## config.mk

```make
export PLATFORM = sky130hd
export DESIGN_NAME = sample_word_packer_flat
export DESIGN_NICKNAME = d
export VERILOG_FILES = /design/src/rtl/sample_word_packer_if.sv /design/src/rtl/sample_word_packer.sv /design/src/flat_wrapper.sv
export SDC_FILE = /design/constraint.sdc
export NUM_CORES = 1
export LEC_CHECK = 0
export CORE_ASPECT_RATIO = 2
export CORE_MARGIN = 1.5
export CORE_UTILIZATION = 50
export CTS_BUF_LIST = sky130_fd_sc_hd__clkbuf_2
export DETAILED_ROUTE_END_ITERATION = 16
export GPL_TIMING_DRIVEN = 0
export PLACE_DENSITY = 0.75
export SYNTH_ARGS = -nofsm -noshare
export SYNTH_HDL_FRONTEND = slang
export SYNTH_SLANG_ARGS = --single-unit
```

## constraint.sdc

```tcl
create_clock -name clk -period 2.7 [get_ports clk]
set_clock_uncertainty 0.15 [all_clocks]
set_input_delay 0.675 -clock clk [delete_from_list [all_inputs] [get_ports clk]]
set_output_delay 0.675 -clock clk [all_outputs]
set_load 0.02 [all_outputs]
```

## src/rtl/sample_word_packer_if.sv

```systemverilog
// Bit-stream packer bundle: upstream bit/strobe/flush inputs plus the
// downstream valid/ready word port and status flags.
//   slave  : packer side (consumes bits, produces words)
//   master : driver/consumer side
interface sample_word_packer_if #(
   parameter int unsigned WIDTH = 8
);
   localparam int unsigned CW = $clog2(WIDTH + 1);

   logic             i_bit;
   logic             i_stb;
   logic             i_flush;
   logic [WIDTH-1:0] o_data;
   logic [CW-1:0]    o_cnt;
   logic             o_valid;
   logic             o_ready;
   logic             o_ovf;
   logic             o_busy;

   modport slave (
      input  i_bit, i_stb, i_flush, o_ready,
      output o_data, o_cnt, o_valid, o_ovf, o_busy
   );

   modport master (
      output i_bit, i_stb, i_flush, o_ready,
      input  o_data, o_cnt, o_valid, o_ovf, o_busy
   );
endinterface

```

## src/rtl/sample_word_packer.sv

```systemverilog
// Packs a strobed bit stream into WIDTH-bit words (optionally flushed early
// as a partial word) and queues them in a 2-entry valid/ready output buffer.
// Ports:
//   clk    : rising-edge clock
//   reset  : synchronous active-high reset
//   bus    : sample_word_packer_if.slave
//            i_bit/i_stb/i_flush in, o_data/o_cnt/o_valid out, o_ready in,
//            o_ovf (sticky drop flag), o_busy (partial word in progress)
module sample_word_packer #(
   parameter int unsigned WIDTH     = 8,
   parameter bit          MSB_FIRST = 1'b1
) (
   input logic                  clk,
   input logic                  reset,
   sample_word_packer_if.slave  bus
);
   localparam int unsigned CW = $clog2(WIDTH + 1);

   // packer state
   logic [CW-1:0]    cnt_q, cnt_app, cnt_d;
   logic [WIDTH-1:0] shreg_q, word_app, shreg_d;
   logic             push;
   int unsigned      bit_pos;

   // output buffer state: head is what the consumer sees, tail is the spare
   logic [WIDTH-1:0] head_data_q, head_data_d, tail_data_q, tail_data_d;
   logic [CW-1:0]    head_cnt_q, head_cnt_d, tail_cnt_q, tail_cnt_d;
   logic [1:0]       occ_q, occ_d;
   logic             valid_q, ovf_q, ovf_d, busy_q;
   logic             pop;

   // Append the strobed bit, then decide whether a word (full or flushed) leaves.
   always_comb begin
      bit_pos  = MSB_FIRST ? (WIDTH - 1 - 32'(cnt_q)) : 32'(cnt_q);
      word_app = shreg_q;
      cnt_app  = cnt_q;
      if (bus.i_stb) begin
         for (int unsigned i = 0; i < WIDTH; i++) begin
            if (i == bit_pos) word_app[i] = bus.i_bit;
         end
         cnt_app = cnt_q + CW'(1);
      end
      // A completing bit wins over flush, so strobe+flush yields one word.
      push    = (cnt_app == CW'(WIDTH)) || (bus.i_flush && (cnt_app != '0));
      cnt_d   = push ? '0 : cnt_app;
      shreg_d = push ? '0 : word_app;
   end

   // Buffer update: pop first, so a full buffer can accept a push in the same cycle.
   always_comb begin
      pop         = valid_q & bus.o_ready;
      head_data_d = head_data_q;
      head_cnt_d  = head_cnt_q;
      tail_data_d = tail_data_q;
      tail_cnt_d  = tail_cnt_q;
      occ_d       = occ_q;
      ovf_d       = ovf_q;

      if (pop) begin
         occ_d = occ_q - 2'd1;
         if (occ_q == 2'd2) begin
            head_data_d = tail_data_q;
            head_cnt_d  = tail_cnt_q;
         end
      end

      if (push) begin
         if (occ_d == 2'd0) begin
            head_data_d = word_app;
            head_cnt_d  = cnt_app;
            occ_d       = 2'd1;
         end else if (occ_d == 2'd1) begin
            tail_data_d = word_app;
            tail_cnt_d  = cnt_app;
            occ_d       = 2'd2;
         end else begin
            // No room: drop the word, leave buffered entries alone.
            ovf_d = 1'b1;
         end
      end
   end

   // State registers.
   always_ff @(posedge clk) begin
      if (reset) begin
         cnt_q       <= '0;
         shreg_q     <= '0;
         head_data_q <= '0;
         head_cnt_q  <= '0;
         tail_data_q <= '0;
         tail_cnt_q  <= '0;
         occ_q       <= '0;
         valid_q     <= 1'b0;
         ovf_q       <= 1'b0;
         busy_q      <= 1'b0;
      end else begin
         cnt_q       <= cnt_d;
         shreg_q     <= shreg_d;
         head_data_q <= head_data_d;
         head_cnt_q  <= head_cnt_d;
         tail_data_q <= tail_data_d;
         tail_cnt_q  <= tail_cnt_d;
         occ_q       <= occ_d;
         valid_q     <= (occ_d != 2'd0);
         ovf_q       <= ovf_d;
         busy_q      <= (cnt_d != '0);
      end
   end

   assign bus.o_data  = head_data_q;
   assign bus.o_cnt   = head_cnt_q;
   assign bus.o_valid = valid_q;
   assign bus.o_ovf   = ovf_q;
   assign bus.o_busy  = busy_q;

endmodule

```

## src/flat_wrapper.sv

```systemverilog
// flat-port wrapper written by rule: the top's interface ports become plain ports
module sample_word_packer_flat 
#(
   parameter int unsigned WIDTH     = 8,
   parameter bit          MSB_FIRST = 1'b1
)
  (clk, reset, bus_i_bit, bus_i_stb, bus_i_flush, bus_o_ready, bus_o_data, bus_o_cnt, bus_o_valid, bus_o_ovf, bus_o_busy);
  sample_word_packer_if #(.WIDTH(WIDTH)) bus_i ();
  input logic clk;
  input logic reset;
  input wire logic [$bits(bus_i.i_bit)-1:0] bus_i_bit;
  input wire logic [$bits(bus_i.i_stb)-1:0] bus_i_stb;
  input wire logic [$bits(bus_i.i_flush)-1:0] bus_i_flush;
  input wire logic [$bits(bus_i.o_ready)-1:0] bus_o_ready;
  output wire logic [$bits(bus_i.o_data)-1:0] bus_o_data;
  output wire logic [$bits(bus_i.o_cnt)-1:0] bus_o_cnt;
  output wire logic [$bits(bus_i.o_valid)-1:0] bus_o_valid;
  output wire logic [$bits(bus_i.o_ovf)-1:0] bus_o_ovf;
  output wire logic [$bits(bus_i.o_busy)-1:0] bus_o_busy;
  assign bus_i.i_bit = bus_i_bit;
  assign bus_i.i_stb = bus_i_stb;
  assign bus_i.i_flush = bus_i_flush;
  assign bus_i.o_ready = bus_o_ready;
  assign bus_o_data = bus_i.o_data;
  assign bus_o_cnt = bus_i.o_cnt;
  assign bus_o_valid = bus_i.o_valid;
  assign bus_o_ovf = bus_i.o_ovf;
  assign bus_o_busy = bus_i.o_busy;
  sample_word_packer #(.WIDTH(WIDTH), .MSB_FIRST(MSB_FIRST)) u_core (.clk(clk), .reset(reset), .bus(bus_i));
endmodule
```

==> run summary, run 1 <==
The flow ran to the end, and the final reports show no timing, DRC or antenna violations. The overflow left after global routing is 0. The mean post-synth cell area came out at roughly 11 um^2.

The y dimension of the die came out at ~95 um. The worst register-to-register path ends at u_core.bus.o_cnt[1]$_SDFF_PP0_. The effective utilization at floorplan came out at 52.2%. The number of DRC markers after the initial detailed-route iteration is 18. The slowest cell on the critical path is sky130_fd_sc_hd__clkbuf_1. The highest cell delay on the worst timing path came out at ~0.54 ns. Entering global routing, the biggest net connects 13 pins.

The required time at the worst-slack endpoint came out at 2.82 ns. The number of antenna violations at the first check in global routing came out at 0. The clock sink count is 41.

The fraction of the yosys area taken by sequential cells came out at between 30% and 40%. The post-synthesis cell count came out at 196. The number of placed I/O pins is 21. The worst supply voltage drop on vdd came out at roughly 430 uV. The floorplan step defined a die boundary enclosing about 4700 um^2. The worst path setup slack after routing came out at 0.412 ns. After detailed routing, the number of remaining DRC violations is 0.

For flop-to-flop paths, the worst setup slack is 0.43 ns. In the final routed layout, each cell accounts on average for roughly 14 um. The floorplan row count is 33. After synthesis, the share of flip-flops with an asynchronous set or reset is 0%.

The count of input and output buffers came out at 19. The number of setup buffers added after CTS came out at 0. The total half-perimeter wirelength after legalization and detailed placement came out at about 2900 um. The transition time at the pin with the least slew margin came out at about 0.66 ns. The tool flagged a number of max-cap violations equal to 0.

Cells fill between 50% and 60% of the core in the end. The floorplan core area came out at 4090 um^2. The share of the clock period used by the worst path is between 80% and 90%.

The worst-skew pair later-pin latency came out at between 0.3 and 0.4 ns. The die is 49.2 um wide. The setup path with the least slack is of type primary input to flop. Counting stages on the worst path, the most repeated cell is sky130_fd_sc_hd__clkbuf_1.

The cell count of the worst reg-to-reg path came out at 7. The number of levels in the clock H-tree came out at 2. The count of nets left with antenna violations once routing finished came out at 0.

The startpoint identified for the worst hold timing path is u_core.tail_data_q[4]$_SDFFE_PP0P_. The post-layout minimum cycle time is approximately 2.3 ns. The worst setup path is captured at a flop. In this run the worst hold path is classified as flop to flop.

At the end of routability-driven placement, the weighted congestion stood at roughly 0.77. The post-route standard cell area excluding fillers is ~2500 um^2. The total wire length after detailed routing is between 3000 and 4000 um. The share of final-layout standard cells stronger than drive strength 1 is roughly 26%.

The synthesis-to-finish area growth came out at 15.0%. Among all flip-flop cells after synthesis, the most frequent one is sky130_fd_sc_hd__dfxtp_1. In the global route stage, overall resource usage came out at between 10% and 20%. Clock tree synthesis inserted a total of 5 buffers. The type of element launching the critical path is a primary input. The worst-case clock buffer depth came out at 2. The library cell with the largest summed area after synthesis is sky130_fd_sc_hd__dfxtp_1. The power per unit of standard cell area came out at between 600 and 700 nW/um^2. The tree is rooted in a sky130_fd_sc_hd__clkbuf_2. The cts-stage hold buffer count is 0. Setup repair after global routing left no endpoint under its margin. The leakage power summed over all cells is ~1.1 nW. The overall via count from detail_route came out at 1439. The final number of hold-violating endpoints is 0.

In the routed layout, each cell is associated on average with a via count of ~5.2. The source of the worst register-to-register timing path is u_core.cnt_q[0]$_SDFF_PP0_. The register bit count reported by yosys is 41. Of all nets on the critical path, the largest fanout is 10. The synthesized design devotes to its leading area cell type around two fifths of total area. The number of instances on the worst hold path is 2. The data arrival time of the critical path came out at around 2.4 ns. The via count of the first global-routing pass is about 1400. During synthesis, Yosys emitted a total of 0 warnings.

The antenna cell count is 0. The final count of negative-setup-slack endpoints came out at 0. The worst setup slack before clock tree synthesis came out at -0.0743 ns. The clock tree from TritonCTS is done. The relative slew slack is roughly 56%. The post-synth net total is 211. The number of gates resized after CTS came out at 0.

The number of enable-type register cells in the synthesized netlist came out at 0. The top achievable clock speed is roughly 440 MHz. The cell area reported after detailed placement came out at about 2400 um^2.

The post-CTS clock slew at the launch and capture registers of the worst setup and hold paths is around 0.19 ns. The first-pass GRT wire length is around 6500 um. The worst hold path terminates at u_core.tail_data_q[4]$_SDFFE_PP0P_.

Ranked by total cell area, the synthesized netlist is headed by sky130_fd_sc_hd__dfxtp_1, sky130_fd_sc_hd__mux2i_1, sky130_fd_sc_hd__mux2_2. The count of distinct cell types in the synthesized netlist is 37. The count of pins over their slew limit came to 0. The total standard cell area after synthesis is ~2100 um^2. The final net count came out at ~240. For this run, the detailed router's first-pass iteration total came to 4. The signal on the critical path passes through clkdlybuf4s50_1, clkbuf_1, buf_2, clkbuf_1, nor3_2.
critical path, delay by kind of cell:
kind / cells / cell delay [ns]
buffers and inverters: 4 / 1.62
AND/OR/NAND/NOR: 1 / 0.11
how the worst max path moves through the flow:
stage	startpoint	endpoint	slack (ns)
final	reset	u_core.cnt_q[1]$_SDFF_PP0_	0.41
after global routing	u_core.cnt_q[0]$_SDFF_PP0_	u_core.bus.o_data[0]$_SDFF_PP0_	0.26
after global placement	reset	u_core.cnt_q[2]$_SDFF_PP0_	-0.06
after CTS	u_core.cnt_q[0]$_SDFF_PP0_	u_core.tail_data_q[2]$_SDFFE_PP0P_	0.37
after floorplan	u_core.cnt_q[0]$_SDFF_PP0_	u_core.bus.o_valid$_SDFF_PP0_	0.61
after detailed placement	reset	u_core.cnt_q[1]$_SDFF_PP0_	-0.07
cell usage after synthesis (2+ instances only):
master                     number
sky130_fd_sc_hd__nand4b_1       4
sky130_fd_sc_hd__o211ai_4       2
sky130_fd_sc_hd__inv_1          4
sky130_fd_sc_hd__mux2i_1       34
sky130_fd_sc_hd__nand2_1       27
sky130_fd_sc_hd__mux2_2        12
sky130_fd_sc_hd__buf_2          3
sky130_fd_sc_hd__dfxtp_1       41
sky130_fd_sc_hd__mux2_4         2
sky130_fd_sc_hd__and4bb_1       3
sky130_fd_sc_hd__ha_1           9
sky130_fd_sc_hd__nor2_1         2
sky130_fd_sc_hd__xnor2_1        3
sky130_fd_sc_hd__buf_6          2
sky130_fd_sc_hd__nor3_1         2
sky130_fd_sc_hd__nor3_2        10
sky130_fd_sc_hd__or2_2         10
sky130_fd_sc_hd__buf_8          2
sky130_fd_sc_hd__a21oi_1        2
sky130_fd_sc_hd__clkbuf_1       5
through the flow:
step | hold WS [ns] | std cells | TNS [ns] | total power [mW]
detailed placement | 0.302 | 267 | -0.632 | 1.23
floorplan | 0.286 | 196 | 0 | 1.11
global placement | 0.293 | 267 | -0.572 | 1.23
global route | 0.347 | 275 | 0 | 1.67
CTS | 0.325 | 275 | 0 | 1.59
finish | 0.321 | 275 | 0 | 1.57
state kept, by name, summed over array words and instances, names as in the netlist:
signal and count:
u_core.bus.o_busy 1, u_core.bus.o_cnt 4, u_core.bus.o_data 8, u_core.bus.o_ovf 1, u_core.bus.o_valid 1, u_core.cnt_q 4, u_core.occ_q 2, u_core.shreg_q 8
u_core.tail_cnt_q 4, u_core.tail_data_q 8
where the power goes:
group | switching [mW] | internal [mW]
combinational | 0.280 | 0.262
sequential | 0.0237 | 0.649
clock | 0.197 | 0.158
total | 0.501 | 1.07
layer usage:
metal	track usage [%]	vias to the layer above	share of wire (%)
met2	33.8	18	54
li1	-	733	-
met5	0	-	0
met4	8.57	0	2.1
met1	19.1	682	42
met3	3.29	6	2.1
cell usage in the layout (no fill, tap or decap), drive strengths merged, types with 7 or more instances in the layout:
| cell type | netlist | layout |
|---|---|---|
| nor3 | 12 | 12 |
| mux2 | 14 | 14 |
| ha | 9 | 9 |
| buf | 7 | 7 |
| or2 | 11 | 11 |
| mux2i | 34 | 34 |
| nand2 | 27 | 27 |
| dfxtp | 41 | 41 |
| clkdlybuf4s50 | 0 | 19 |
| clkbuf | 5 | 11 |
area by class of cell:
cell class | count | area (um^2)
Timing Repair Buffer | 19 | 190
Clock inverter | 2 | 33.8
Fill cell | 368 | 1640
Sequential cell | 41 | 821
Buffer | 12 | 86.3
Clock buffer | 6 | 30.0
Inverter | 5 | 18.8
Tap cell | 52 | 65.1
Multi-Input combinational cell | 138 | 1210
kinds of logic after synthesis:
kind of cell,synth area share [%]
multiplexers,23.7
AND/OR/NAND/NOR,19.9
buffers and inverters,4.93
AO/OA/AOI/OAI,5.28
adder cells (fa/ha/maj),5.28
XOR/XNOR,2.41
flip-flops,38.5
Note: power is estimated with default switching activity, not from simulation.
==> run 2, diff against run 1 <==
--- a/config.mk
+++ b/config.mk
@@ -11,7 +11,7 @@
 export CTS_BUF_LIST = sky130_fd_sc_hd__clkbuf_2
 export DETAILED_ROUTE_END_ITERATION = 16
 export GPL_TIMING_DRIVEN = 0
-export PLACE_DENSITY = 0.75
+export PLACE_DENSITY = 0.78
 export SYNTH_ARGS = -nofsm -noshare
 export SYNTH_HDL_FRONTEND = slang
 export SYNTH_SLANG_ARGS = --single-unit
==> constraint.sdc (replaced) <==
create_clock -name clk -period 1.9 [get_ports clk]
set_clock_uncertainty 0.15 [all_clocks]
set_input_delay 0.475 -clock clk [delete_from_list [all_inputs] [get_ports clk]]
set_output_delay 0.475 -clock clk [all_outputs]
set_load 0.02 [all_outputs]
==> run 2 against run 1 <==
Against the previous run: highest routed layer unchanged; sequential share of layout area down 3.3 points; die area unchanged; utilization up 7.1 points; critical path depth up 2; the run now ends with setup timing left; cell count up 4.7%; via count up 6.7%; global-route usage up 3.3 points; clock power up 44%; first-iteration DRC count up 5.6%; flip-flop and latch count unchanged; sequential power up 43%; largest cell class unchanged.
==> run summary, run 2 (synthesized netlist as in run 1, its figures left out) <==
Status: finished with violations (was completed). The checks that failed: setup timing. The first-pass GRT wire length is 7530 um (was 6520 um). The count of max-cap constraint violations came out at 0 (unchanged). The count of input and output buffers came out at 19 (unchanged).

The total wire length after detailed routing is 4490 um (was 3770 um). The die width came out at 49.2 um (unchanged). The worst path setup slack after routing is -0.154 ns (was 0.412 ns). Most frequent cells in the layout: sky130_fd_sc_hd__dfxtp_1, sky130_fd_sc_hd__mux2i_1, sky130_fd_sc_hd__nand2_1 (unchanged). The kind of end point of the critical path is a flop (unchanged).

The biggest fanout along the worst timing path is 6 (was 10). The final routed DRC violation total is 0 (unchanged). The overall via count from detail_route is 1536 (was 1439).

The commonest non-fill, non-tap cell in the layout was sky130_fd_sc_hd__dfxtp_1 (unchanged). The antenna cell count is 0 (unchanged). The highest cell delay on the worst timing path came out at 0.43 ns (was 0.54 ns).

The buffer and inverter count on the worst path is 2 (was 4). The synthesis-to-finish area growth came out at 28.5% (was 15.0%). The number of placed I/O pins came out at 21 (unchanged). The number of buffers created by CTS is 5 (unchanged).

The post-detailed-route count of antenna-violating nets is 0 (unchanged). The transition time at the pin with the least slew margin is 0.495 ns (was 0.665 ns). The final count of negative-setup-slack endpoints is 38 (was 0).

The relative slew slack was 67.0% (was 55.7%). The worst setup slack before clock tree synthesis was -0.729 ns (was -0.0743 ns). The count of pins over their slew limit came out at 0 (unchanged).

The effective utilization at floorplan came out at 52.2% (unchanged). The share of final-layout standard cells stronger than drive strength 1 came out at 34.3% (was 25.6%). The final core utilization is 67.0% (was 60.0%). The final number of hold-violating endpoints came out at 0 (unchanged). The clock tree from TritonCTS is done (unchanged). The root cell of the clock tree is sky130_fd_sc_hd__clkbuf_2 (unchanged). The top achievable clock speed is roughly 500 MHz. Crit-path cells: inv_4, ha_4, and3b_2, a211o_4, o21a_4, buf_6, a22o_1 (was clkdlybuf4s50_1, clkbuf_1, buf_2, clkbuf_1, nor3_2). The y dimension of the die came out at 95.4 um (unchanged).

The ratio of routed vias to standard cells is 5.33 (was 5.23). The floorplan row count came out at 33 (unchanged). The total half-perimeter wirelength after legalization and detailed placement is 3030 um (was 2910 um). The worst-case clock buffer depth came out at 2 (unchanged). The number of DRC markers after the initial detailed-route iteration is 19 (was 18). The worst supply voltage drop on vdd is 598 uV (was 427 uV). The slowest cell on the critical path is sky130_fd_sc_hd__dfxtp_4 (was sky130_fd_sc_hd__clkbuf_1). The final net count came out at 250 (was 237).

The kind of critical path was flop to flop (was primary input to flop). Setup repair after global routing missed its margin: true (was false). The overflow left after global routing is 0 (unchanged). The data arrival time of the critical path came out at 2.22 ns (was 2.41 ns). The leakage power summed over all cells came out at 1.27 nW (was 1.07 nW). The worst hold path class is flop to flop (unchanged). The floorplan core area came to 4090 um^2 (unchanged). The kind of cell adding the most delay to the critical path is compound AO/OA/AOI/OAI gates (was buffers and inverters). The overall power of the completed layout came to 2.52 mW (was 1.57 mW).

The share of the clock period used by the worst path is 108%. The type of element launching the critical path is a flop (was primary input). The number of levels in the clock H-tree is 2 (unchanged). The full die area is 4690 um^2 (unchanged). The required time at the worst-slack endpoint is 2.07 ns (was 2.82 ns).

The routability congestion estimate from global placement came out at 0.799 (was 0.768). The cts-stage hold buffer count came out at 0 (unchanged). The count of TritonRoute iterations in the first routing pass is 4 (unchanged). The clock sink count came out at 41 (unchanged). The via count of the first global-routing pass was 1600 (was 1396). The fill cell total of the finished layout came out at 324 (was 368). The maximum number of pins on one net before global-route repair is 13 (unchanged). The worst-skew pair later-pin latency came out at 0.40 ns (was 0.38 ns). The power per unit of standard cell area is 918 nW/um^2 (was 640 nW/um^2).

Counting I/O delays and the setup requirement, the final critical path takes 2.05 ns. The number of antenna violations at the first check in global routing is 0 (unchanged). The total global-route track usage is 21.4% (was 18.1%). The aggregate negative setup slack came out at -4.10 ns (was 0 ns). The post-CTS clock slew at the launch and capture registers of the worst setup and hold paths is 0.20 ns (was 0.19 ns). The wire length per cell after detailed routing came out at 15.6 um (was 13.7 um).
[run 2: cell types whose count changed in the layout (fill, tap and decap cells not counted), moves of 2 or more]
cell / before / now
sky130_fd_sc_hd__buf_4: 0 / 7
sky130_fd_sc_hd__buf_6: 2 / 4
sky130_fd_sc_hd__clkbuf_16: 0 / 2
sky130_fd_sc_hd__clkdlybuf4s50_1: 19 / 3
sky130_fd_sc_hd__dfxtp_1: 41 / 39
sky130_fd_sc_hd__dfxtp_4: 0 / 2
sky130_fd_sc_hd__dlygate4sd2_1: 0 / 15
sky130_fd_sc_hd__inv_1: 4 / 2
sky130_fd_sc_hd__inv_4: 0 / 2
sky130_fd_sc_hd__nor3_2: 10 / 5
sky130_fd_sc_hd__nor3_4: 0 / 6
sky130_fd_sc_hd__xnor2_1: 3 / 1
[run 2: repair_timing]
| action | 4_1_cts | 5_1_grt |
|---|---|---|
| resized for setup | 32 | 10 |
| pin swaps | 8 | 8 |
| buffers inserted | 8 | 2 |
| cloned | 3 | 0 |
| setup endpoints to repair | 53 | 39 |
[run 2: path summary, 6_finish.rpt]
path,from,end,slack (ns),cells past startpoint
worst min register to register,u_core.tail_data_q[0]$_SDFFE_PP0P_,u_core.tail_data_q[0]$_SDFFE_PP0P_,0.32,2
worst max register to register,u_core.cnt_q[0]$_SDFF_PP0_,u_core.bus.o_ovf$_SDFFE_PP0P_,-0.15,7
worst max-delay path,u_core.cnt_q[0]$_SDFF_PP0_,u_core.bus.o_ovf$_SDFFE_PP0P_,-0.15,7
worst min-delay path,u_core.tail_data_q[0]$_SDFFE_PP0P_,u_core.tail_data_q[0]$_SDFFE_PP0P_,0.32,2
[run 2: metal layers]
layer	track usage, %	up-vias	wire length [um]
met5	0	-	0
met3	3.45	12	76
met2	42.1	23	2620
met4	11.7	0	140
li1	-	764	-
met1	20.4	737	1660
[run 2: layout make-up]
type | count | area (um^2) | share of cell area (%)
multi-input cells | 138 | 1330 | 48.4
flip-flops and latches | 41 | 828 | 30.2
repair buffers | 32 | 338 | 12.3
plain buffers | 12 | 96.3 | 3.52
well taps | 52 | 65.1 | 2.37
clock inverters | 2 | 33.8 | 1.23
clock buffers | 6 | 30.0 | 1.10
inverters | 5 | 23.8 | 0.868
[run 2: worst reg2reg max path, delay by kind of cell, from the launching register on]
family / cells / cell delay [ns]
adders and majority gates: 1 / 0.25
AOI/OAI and AO/OA: 3 / 0.73
buffers and inverters: 2 / 0.19
and+or+nand+nor: 1 / 0.23
DFF: 1 / 0.43
[run 2: report_power, final]
group          leakage (nW)  switching, mW  internal, mW
clock                0.0406          0.286         0.224
combinational         0.893          0.493         0.555
sequential            0.333         0.0373         0.921
[run 2: metrics by stage]
| stage | hold WS (ns) | instances | cell area, um^2 |
|---|---|---|---|
| global placement | 0.293 | 267 | 2430 |
| global route | 0.342 | 288 | 2740 |
| floorplan | 0.286 | 196 | 2170 |
| detailed placement | 0.301 | 267 | 2430 |
| CTS | 0.324 | 286 | 2690 |
| finish | 0.319 | 288 | 2740 |
==> run 3, diff against run 2 <==
--- a/config.mk
+++ b/config.mk
@@ -15,3 +15,4 @@
 export SYNTH_ARGS = -nofsm -noshare
 export SYNTH_HDL_FRONTEND = slang
 export SYNTH_SLANG_ARGS = --single-unit
+export TNS_END_PERCENT = 50
==> run 3 against run 2 <==
Against the previous run: the flow still finishes with violations (setup timing); critical path type unchanged; utilization fell by 0.80 points; clock power barely moved; cell count did not move; fmax fell by 0.40%; critical path depth did not move; via count fell by 0.20%; non-clock buffer count did not move; register-to-register slack barely moved; sequential share of layout area rose by 0.36 points; worst hold slack barely moved; power fell by 0.13%; global-route usage barely moved.
==> run summary, run 3 (synthesized netlist as in run 1, its figures left out) <==
The full die area came out at 4690 um^2 (unchanged). The type of element launching the critical path is a flop (unchanged). The clock sink count is 41 (unchanged). The fraction of power spent switching nets is 32.3% (was 32.4%). The kind of critical path is flop to flop (unchanged). The worst hold path class was flop to flop (unchanged). The effective utilization at floorplan is 52.2% (unchanged). The number of instances on the worst hold path is 2 (unchanged). The final routed DRC violation total is 0 (unchanged). The final number of hold-violating endpoints came out at 0 (unchanged). The post-route standard cell area excluding fillers was 2710 um^2 (was 2740 um^2). The relative slew slack came to 66.3% (was 67.0%). The worst-case clock buffer depth came to 2 (unchanged).

The cell area reported after detailed placement came out at 2430 um^2 (unchanged). The fraction of power consumed by combinational cells is 41.4% (was 41.6%). The total half-perimeter wirelength after legalization and detailed placement came to 3030 um (unchanged).

The y dimension of the die came out at 95.4 um (unchanged). The post-CTS clock slew at the launch and capture registers of the worst setup and hold paths came to 0.20 ns (about the same). The worst flop-to-flop path endpoint is u_core.tail_data_q[6]$_SDFFE_PP0P_ (was u_core.bus.o_ovf$_SDFFE_PP0P_). The final count of negative-setup-slack endpoints came out at 38 (unchanged). The kind of end point of the critical path is a flop (unchanged). The wire length per cell after detailed routing is 15.6 um (about the same). The via count of the first global-routing pass came to 1595 (was 1600). The die width came out at 49.2 um (unchanged). The post-layout minimum cycle time was 2.06 ns (was 2.05 ns). The end of the worst hold path is u_core.tail_data_q[0]$_SDFFE_PP0P_ (unchanged). The floorplan row count is 33 (unchanged).

The routability congestion estimate from global placement is 0.799 (unchanged). The minimum setup slack among reg-to-reg paths came out at -0.16 ns (was -0.15 ns). The count of max-cap constraint violations came to 0 (unchanged). The root cell of the clock tree was sky130_fd_sc_hd__clkbuf_2 (unchanged). The final non-filler cell total is 288 (unchanged). The first-pass GRT wire length came out at 7550 um (was 7530 um).

The worst path setup slack after routing came to -0.162 ns (was -0.154 ns). The worst supply voltage drop on vdd came out at 584 uV (was 598 uV). The leakage power summed over all cells is 1.25 nW (was 1.27 nW).

The biggest fanout along the worst timing path is 5 (was 6). The data arrival time of the critical path is 2.25 ns (was 2.22 ns). The maximum number of pins on one net before global-route repair came to 13 (unchanged).

The number of levels in the clock H-tree came out at 2 (unchanged). Status: finished with violations (unchanged). The cts-stage hold buffer count is 0 (unchanged).

The number of cells after detailed placement came out at 267 (unchanged). The post-detailed-route count of antenna-violating nets came to 0 (unchanged). The ratio of routed vias to standard cells is 5.32 (was 5.33). The overflow left after global routing came to 0 (unchanged).

The startpoint of the worst hold path is u_core.tail_data_q[0]$_SDFFE_PP0P_ (unchanged). The top achievable clock speed came to 485 MHz (was 487 MHz). The transition time at the pin with the least slew margin is 0.506 ns (was 0.495 ns). The count of TritonRoute iterations in the first routing pass came to 5 (was 4). The net switching power figure came to 0.811 mW (was 0.816 mW). The power per unit of standard cell area came out at 928 nW/um^2 (was 918 nW/um^2).

The number of antenna violations at the first check in global routing came out at 0 (unchanged). The worst-skew pair later-pin latency is 0.40 ns (about the same). The clock tree from TritonCTS is done (unchanged). The overall via count from detail_route came out at 1533 (was 1536).

The count of pins over their slew limit came to 0 (unchanged). The internal portion of total power came to 1.70 mW (about the same). The sequential fraction of design power came out at 38.1% (about the same).

The required time at the worst-slack endpoint is 2.09 ns (was 2.07 ns). The fill cell total of the finished layout is 328 (was 324). The source of the worst register-to-register timing path is u_core.cnt_q[0]$_SDFF_PP0_ (unchanged). The overall power of the completed layout came out at 2.51 mW (was 2.52 mW). The antenna cell count is 0 (unchanged). Setup repair after global routing missed its margin: true (unchanged).

The total wire length after detailed routing was 4490 um (about the same). The share of final-layout standard cells stronger than drive strength 1 is 34.3% (unchanged). Most frequent cells in the layout: sky130_fd_sc_hd__dfxtp_1, sky130_fd_sc_hd__mux2i_1, sky130_fd_sc_hd__nand2_1 (unchanged). The number of buffers created by CTS was 5 (unchanged). Failing checks: setup timing (unchanged).

The count of input and output buffers came out at 19 (unchanged). The synthesis-to-finish area growth is 27.0% (was 28.5%). The commonest non-fill, non-tap cell in the layout is sky130_fd_sc_hd__dfxtp_1 (unchanged).

The number of DRC markers after the initial detailed-route iteration came out at 19 (unchanged). The floorplan core area came to 4090 um^2 (unchanged). The cell count of the worst reg-to-reg path is 7 (unchanged). The number of placed I/O pins was 21 (unchanged). The final net count is 250 (unchanged).

The share of the clock period used by the worst path came out at 109% (was 108%). The proportion of power drawn by the clock network came to 20.4% (was 20.3%). The total global-route track usage came out at 21.5% (was 21.4%).
==> run 3: cell count changes in the layout (fill, tap and decap cells not counted) <==
cell                        previous run  this run
sky130_fd_sc_hd__nor3_2                5        10
sky130_fd_sc_hd__nor3_4                6         1
sky130_fd_sc_hd__buf_16                1         2
sky130_fd_sc_hd__buf_2                 4         3
sky130_fd_sc_hd__buf_4                 7         8
sky130_fd_sc_hd__buf_6                 4         3
sky130_fd_sc_hd__clkbuf_16             2         1
sky130_fd_sc_hd__clkbuf_2              6         7
==> run 3: power groups by stage <==
stage | Clock, mW | Sequential, mW | Combinational [mW]
finish | 0.513 | 0.959 | 1.04
global placement | 0 | 0.972 | 0.783
detailed placement | 0 | 0.976 | 0.803
floorplan | 0 | 1.01 | 0.586
CTS | 0.523 | 0.959 | 1.04
global route | 0.559 | 0.967 | 1.11
==> run 3: timing repair <==
item,4_1_cts,5_1_grt
pin swaps,7,7
buffers inserted,8,2
cloned,3,0
setup endpoints to repair,53,39
gates resized for setup,29,5
==> run 3: routing by layer <==
metal | GRT usage, % | share of wire [%]
met1 | 20.3 | 37
met2 | 42.7 | 58
met3 | 3.45 | 2.2
met4 | 11.0 | 2.9
met5 | 0 | 0
==> run 3: per-stage QoR <==
stage	TNS (ns)	hold slack [ns]	setup slack, ns	utilization [%]
floorplan	-0.322	0.286	-0.0517	-
global placement	-22.53	0.293	-0.664	59.4
detailed placement	-24.74	0.301	-0.729	59.4
CTS	-4.14	0.324	-0.188	65.5
global route	-6.67	0.342	-0.227	66.2
finish	-4.00	0.319	-0.162	66.2
==> run 3: worst max-delay path, stage by stage, from the launching register on <==
cell and delay (ns):
sky130_fd_sc_hd__dfxtp_4 0.43, sky130_fd_sc_hd__inv_4 0.05, sky130_fd_sc_hd__ha_4 0.25, sky130_fd_sc_hd__and3b_2 0.23
sky130_fd_sc_hd__a211o_4 0.37, sky130_fd_sc_hd__o211ai_4 0.16, sky130_fd_sc_hd__buf_8 0.18, sky130_fd_sc_hd__mux2i_1 0.19
==> run 3: final cells by class <==
cell class,instances,area (um^2),share of cell area [%]
Buffer,12,96.3,3.56
Clock buffer,6,30.0,1.11
Clock inverter,2,33.8,1.25
Inverter,5,23.8,0.878
Multi-Input combinational cell,138,1290,47.8
Sequential cell,41,828,30.6
Tap cell,52,65.1,2.40
Timing Repair Buffer,32,337,12.4
==> run 3: worst max path at each step <==
| stage | end | from | slack (ns) |
|---|---|---|---|
| floorplan | u_core.bus.o_valid$_SDFF_PP0_ | u_core.cnt_q[0]$_SDFF_PP0_ | -0.05 |
| global placement | u_core.cnt_q[2]$_SDFF_PP0_ | reset | -0.66 |
| detailed placement | u_core.tail_data_q[6]$_SDFFE_PP0P_ | bus_o_ready | -0.73 |
| CTS | u_core.bus.o_data[2]$_SDFF_PP0_ | u_core.cnt_q[0]$_SDFF_PP0_ | -0.19 |
| global route | u_core.bus.o_cnt[2]$_SDFF_PP0_ | u_core.cnt_q[1]$_SDFF_PP0_ | -0.23 |
| finish | u_core.tail_data_q[6]$_SDFFE_PP0P_ | u_core.cnt_q[0]$_SDFF_PP0_ | -0.16 |
